## src/rtl/deserializer_pkg.sv

```systemverilog
// deserializer_pkg: shared constants and output-state encoding for the 32-bit deserializer
package deserializer_pkg;
  localparam int DATA_WIDTH = 32;
  localparam int CNT_W = 5;
  typedef enum logic {EMPTY, FULL} state_e;
endpackage

```

## src/rtl/sipo_shift_register_32_bit.sv

```systemverilog
// sipo_shift_register_32_bit: MSB-first shift register and bit counter with word-completion strobe
module sipo_shift_register_32_bit
  import deserializer_pkg::*;
(
  input  logic                  clk,
  input  logic                  rst,
  input  logic                  capture,
  input  logic                  din,
  output logic [CNT_W-1:0]      cnt,
  output logic                  done,
  output logic [DATA_WIDTH-1:0] word
);
  logic [DATA_WIDTH-1:0] shift_q, shift_d;
  logic [CNT_W-1:0]      cnt_q, cnt_d;
  always_comb begin
    word    = {shift_q[DATA_WIDTH-2:0], din};
    shift_d = capture ? word : shift_q;
    cnt_d   = capture ? cnt_q + CNT_W'(1) : cnt_q;
    done    = capture && (cnt_q == CNT_W'(DATA_WIDTH - 1));
  end
  always_ff @(posedge clk) begin
    if (rst) begin
      shift_q <= '0;
      cnt_q   <= '0;
    end else begin
      shift_q <= shift_d;
      cnt_q   <= cnt_d;
    end
  end
  assign cnt = cnt_q;
endmodule

```

## src/rtl/serial_to_parallel_deserializer_32_bit.sv

```systemverilog
// serial_to_parallel_deserializer_32_bit: serial-in word builder with a one-entry valid/ready output and sticky overflow
module serial_to_parallel_deserializer_32_bit #(
  parameter int DATA_WIDTH = 32
) (
  input  logic                  Clk_In,
  input  logic                  Reset_In,
  input  logic                  Enable_In,
  input  logic                  Shift_Data_Signal_In,
  input  logic                  Serial_Data_In,
  input  logic                  Data_Ready_In,
  output logic [DATA_WIDTH-1:0] Parallel_Data_Out,
  output logic                  Data_Valid_Out,
  output logic                  Overflow_Out,
  output logic [4:0]            Bit_Count_Out
);
  import deserializer_pkg::*;
  logic                  done;
  logic [DATA_WIDTH-1:0] word;
  state_e                state_q, state_d;
  logic [DATA_WIDTH-1:0] data_q, data_d;
  logic                  ovf_q, ovf_d;
  sipo_shift_register_32_bit u_sipo (
    .clk     (Clk_In),
    .rst     (Reset_In),
    .capture (Enable_In && Shift_Data_Signal_In),
    .din     (Serial_Data_In),
    .cnt     (Bit_Count_Out),
    .done    (done),
    .word    (word)
  );
  // A completion while full and not drained is dropped; the held word wins.
  always_comb begin
    state_d = (done || (state_q == FULL && !Data_Ready_In)) ? FULL : EMPTY;
    data_d  = (done && (state_q == EMPTY || Data_Ready_In)) ? word : data_q;
    ovf_d   = ovf_q || (done && state_q == FULL && !Data_Ready_In);
  end
  always_ff @(posedge Clk_In) begin
    if (Reset_In) begin
      state_q <= EMPTY;
      data_q  <= '0;
      ovf_q   <= 1'b0;
    end else begin
      state_q <= state_d;
      data_q  <= data_d;
      ovf_q   <= ovf_d;
    end
  end
  assign Parallel_Data_Out = data_q;
  assign Data_Valid_Out    = (state_q == FULL);
  assign Overflow_Out      = ovf_q;
endmodule

```

## config.mk

```make
export PLATFORM = sky130hd
export DESIGN_NAME = serial_to_parallel_deserializer_32_bit
export DESIGN_NICKNAME = d
export VERILOG_FILES = /design/src/rtl/deserializer_pkg.sv /design/src/rtl/sipo_shift_register_32_bit.sv /design/src/rtl/serial_to_parallel_deserializer_32_bit.sv
export SDC_FILE = /design/constraint.sdc
export NUM_CORES = 1
export LEC_CHECK = 0
export CAP_MARGIN = 20
export CORE_ASPECT_RATIO = 0.7
export CORE_MARGIN = 2
export CORE_UTILIZATION = 57
export CTS_CLUSTER_DIAMETER = 50
export DETAILED_ROUTE_END_ITERATION = 10
export GPL_TIMING_DRIVEN = 0
export PLACE_DENSITY = 0.88
export SYNTH_ARGS = -nofsm -noshare
export SYNTH_HDL_FRONTEND = slang
export SYNTH_SLANG_ARGS = --single-unit
```

## constraint.sdc

```tcl
create_clock -name Clk_In -period 3.85 [get_ports Clk_In]
set_clock_uncertainty 0.15 [all_clocks]
set_input_delay 0.5775 -clock Clk_In [delete_from_list [all_inputs] [get_ports Clk_In]]
set_output_delay 0.5775 -clock Clk_In [all_outputs]
set_load 0.005 [all_outputs]
```

# Word-level counts from Yosys, hierarchy flattened
# Cells that the tools add are included.
dict set report word_totals {
  regBits 70
  latchBits 0
  ramBits 0
  mem_bits_ro 0
  inputBits 6
  out_inout_bits 39
  elab_cells 19
  n_memories 0
}
dict set report classes {
  add_sub_neg 1
  mul 0
  div_mod_pow 0
  order_cmp 0
  n_eq_ne 1
  shifts 0
  muxes 1
  bitwise_logic 1
  n_reduce_logical 10
}
# cell count
set ops {}
lappend ops {{$logic_and A1 B1 Y1} 6}
lappend ops {{$add A5 B1 Y5 const B} 1}
lappend ops {{$eq A5 B5 Y1 const B} 1}
lappend ops {{$logic_or A1 B1 Y1} 3}
lappend ops {{$logic_not A1 Y1} 1}
lappend ops {{$mux W1} 1}
lappend ops {{$not A1 Y1} 1}

# Logic depth before layout (Yosys ltp)
dict set report logic_depth {
  word_depth 5
  depth_mapped 7
  mapped_depth_nobuf 5
}

# Hierarchy
# A second synthesis with hierarchy kept.
dict set report unflattened {
  cells_unflattened 272
  hier_area_um2 2886.5
}
# module n_inst cells_per_inst area_per_inst_um2 seq_area_each_um2
set by_module_without_submodules {}
lappend by_module_without_submodules {serial_to_parallel_deserializer_32_bit 1 148 1545.2 680.7}
lappend by_module_without_submodules {sipo_shift_register_32_bit 1 124 1341.3 720.7}

# Worst setup path before layout
# OpenSTA, ideal clock, no wires.
dict set report synth_path {
  path_type {register to register}
  from {register u_sipo.cnt_q[0] (netlist: u_sipo.cnt[0])}
  to {register data_q[0] (netlist: Parallel_Data_Out[0])}
  setup_ns 0.118
  arrival_ns 1.428
  required_ns 3.582
  path_slack_ns 2.153
  stages_incl_launch_ff 8
  path_buffers 2
  synth_period_minus_slack_ns 1.697
  path_cell_list {dfxtp_1 ha_1 and3_1 ha_1 nor3b_2 buf_6 buf_12 mux2i_1}
}
dict set report synth_via {
  elab_chain_len 3
}
# item line_no
set synth_rtl {}
lappend synth_rtl {{start: declaration} sipo_shift_register_32_bit.sv:14} ;# logic [CNT_W-1:0] cnt_q, cnt_d;
lappend synth_rtl {{start signal: assignment} sipo_shift_register_32_bit.sv:27} ;# cnt_q <= cnt_d;
lappend synth_rtl {{$eq A5 B5 Y1} sipo_shift_register_32_bit.sv:19} ;# done = capture && (cnt_q == CNT_W'(DATA_WIDTH - 1));
lappend synth_rtl {{$logic_and A1 B1 Y1} sipo_shift_register_32_bit.sv:19}
lappend synth_rtl {{$logic_and A1 B1 Y1} serial_to_parallel_deserializer_32_bit.sv:34} ;# data_d = (done && (state_q == EMPTY || Data_Ready_In)) ? word : data_q;
lappend synth_rtl {{end signal: assignment} serial_to_parallel_deserializer_32_bit.sv:44} ;# data_q <= data_d;
lappend synth_rtl {{end: declaration} serial_to_parallel_deserializer_32_bit.sv:20} ;# logic [DATA_WIDTH-1:0] data_q, data_d;
# No other way between the ends.
# A chain may end at the register's enable or synchronous reset.

# Worst setup path after layout
dict set report layout_path {
  from {register u_sipo.cnt_q[0] (netlist: u_sipo.cnt[0])}
  to {output Bit_Count_Out[0]}
}
# item line_no
set layout_lines {}
lappend layout_lines {{end: declaration} serial_to_parallel_deserializer_32_bit.sv:14} ;# output logic [4:0] Bit_Count_Out
# No word-level cell between the ends.

==> out/results.ini <==
[run_status]
status = finished, final reports clean

[grt]
antenna_found_initial = 0
grt_pass1_wl_um = 9701
grt_pass1_vias = 2145
gr-total-overflow = 0
grt_max_degree = 11
grt_use_total = 0.2247

[route]
drtIter0Drc = 100
firstDrtPassIters = 5
drt.antenna.violating_nets = 0
totalWireLength_um = 5383
routed_via_density = 4.968
route.vias.total = 2161
wl_per_cell_um = 12.37
drc_errors = 0

[logic_synthesis]
syn_area_sq_um = 2826
synthFlopType = dfxtp_1
synthArstFlopShare = 0
synth_top_area_share = 0.4958
synthCells = 307
synth-edff-count = 0
synth_seq_area_share = 0.4958
avgSynthCellArea_sq_um = 9.207
synth-seq-cells = 70
ys.warnings.count = 0
synth.area.top_cells = dfxtp_1 50%, nand2b_1 14%, mux2i_1 11%, nand2_1 8.8%, a21oi_1 6.2%
synth_top_cell_by_area = dfxtp_1
synth_cell_type_count = 24
synth_nets = 315

[place]
pre_cts_slack_ns = 1.623
dp_hpwl_um = 3780
io_buffers = 43
gp_congestion = 0.7783
placed_area_sq_um = 3343

[power_and_ir_drop]
power_mw = 1.286
p_per_area_nw_per_um2 = 366.8
ir_worst_vdd_mv = 0.2370
p_leak_nw = 1.117

[critical_path]
arrival_ns = 1.28
r2r_end = Parallel_Data_Out[22]
reg2reg_depth = 7
crit_chain = clkdlybuf4s50_1
critPathTopFamily = buffers and inverters
crit_path_max_incr_delay_ns = 0.53
crit_slowest_cell = clkdlybuf4s50_1
critPathMaxFanout = 4
crit_buf_inv = 1
crit_type = register to output port
r2r_slack_ns = 1.97
timing.rr.start = u_sipo.cnt[0]
cp.required_ns = 3.12
cp-start-kind = register
end_kind = output port

[min_path]
whs_path_depth = 2
hold_path.class = register to register
min_from = u_sipo.shift_q[26]
hold-path-endpoint = u_sipo.shift_q[27]

[final_layout]
nNetsFinal = 369
diodes = 0
drive_gt1_frac = 0.07104
stdcell_area_sq_um = 3505
layout_common_cells = 70 x dfxtp_1, 66 x nand2_1, 64 x nand2b_1, 43 x clkdlybuf4s50_1, 35 x a21oi_1
area_growth_pct = 23.99
final_common_cell = dfxtp_1

[clock_network]
clkTransAtPathRegs_ns = 0.07
cts_buffers = 9
htree_num_levels = 3
clock-sinks = 70
cts.path.max_buffers = 2
clockRootBuffer = clkbuf_8
postCtsHoldBufs = 0
clock_latency_ns = 0.34
cts_setup_buffers = 0
cts_tree = yes
cts-resized-gates = 0

[floorplan]
io_pins = 45
die_width_um = 88.17
die_area_sq_um = 5547
start_util = 0.5911
coreArea_sq_um = 4782
rows = 21
fp.dieH_um = 62.92

[sta]
hold_violations = 0
max_slew_margin = 0.7045
rsz0062_at_grt = no
finalCriticalPeriod_ns = 2.005
final.setup.worst_slack_ns = 1.845
finalSetupViolCount = 0
report.final.slew_viol_count = 0
period_share = 0.5209
fmax_mhz = 498.7
worstMarginPinSlew_ns = 0.4432
finalSetupTns_ns = 0

[job]
cap_violations = 0

how the worst max path moves through the flow:
stage | from | cells past startpoint | endpoint | slack (ns)
floorplan | u_sipo.cnt[0] | 7 | Parallel_Data_Out[0] | 2.15
global placement | Enable_In | 6 | Parallel_Data_Out[25] | 1.68
detailed placement | Enable_In | 6 | Parallel_Data_Out[25] | 1.62
CTS | u_sipo.cnt[0] | 1 | Bit_Count_Out[0] | 1.83
global route | u_sipo.cnt[0] | 1 | Bit_Count_Out[0] | 1.76
finish | u_sipo.cnt[0] | 1 | Bit_Count_Out[0] | 1.84
state kept, by name, indices dropped and copies added (netlist names):
name	flops
Overflow_Out	1
u_sipo.cnt	5
Data_Valid_Out	1
u_sipo.shift_q	31
Parallel_Data_Out	32
cell families after synthesis:
group	count (synthesis)	share of synthesized area
flops	70	0.4958
fa+ha+maj	2	0.008852
xor+xnor	2	0.006199
compound gates	37	0.06596
simple gates	142	0.2545
mux	32	0.1133
buf+inv	22	0.05533
routing by layer:
| layer | part of all wire | global-route usage | wire length [um] |
|---|---|---|---|
| met5 | 0 | 0 | 0 |
| met4 | 0.020 | 0.09659 | 105 |
| met3 | 0.049 | 0.06737 | 264 |
| met2 | 0.44 | 0.3393 | 2393 |
| met1 | 0.49 | 0.2968 | 2619 |
cell type report:
cell class                 count  area [sq um]
fill                         363          1277
sequential                    70          1401
buffer                        22         156.4
timing repair buffer          43         430.4
clock buffer                  15         156.4
clock inverter                 1         5.005
tap                           69         86.33
multi-input combinational    215          1269
power breakdown:
part / total [mW] / internal (mW) / switching (mW) / leakage, nW
Combinational: 0.0550 / 0.0238 / 0.0312 / 0.472
Clock: 0.502 / 0.252 / 0.250 / 0.0817
Sequential: 0.728 / 0.726 / 0.00229 / 0.564
cells in the mapped netlist (2+ instances only):
cell type and n:
a21oi_1 35, clkbuf_1 7, nand2b_1 64, dfxtp_1 70, buf_2 5, buf_12 3
nor2_1 4, buf_4 3, buf_1 3, nand3_1 2, mux2i_1 32, ha_1 2
nand2_1 66
through the flow:
| step | std cells | hold WS, ns | utilization |
|---|---|---|---|
| finish | 435 | 0.3213 | 0.7329 |
| global route | 435 | 0.3431 | 0.7329 |
| CTS | 435 | 0.3198 | 0.7329 |
| detailed placement | 419 | 0.3103 | 0.6991 |
| global placement | 419 | 0.2963 | 0.6991 |
| floorplan | 307 | 0.2868 | - |
worst min-delay path: stages, from the launching register on:
cell     delay (ns)
dfxtp_1        0.32
nand2_1        0.06
a21oi_1        0.05
Power figures use the tool's default switching activity.
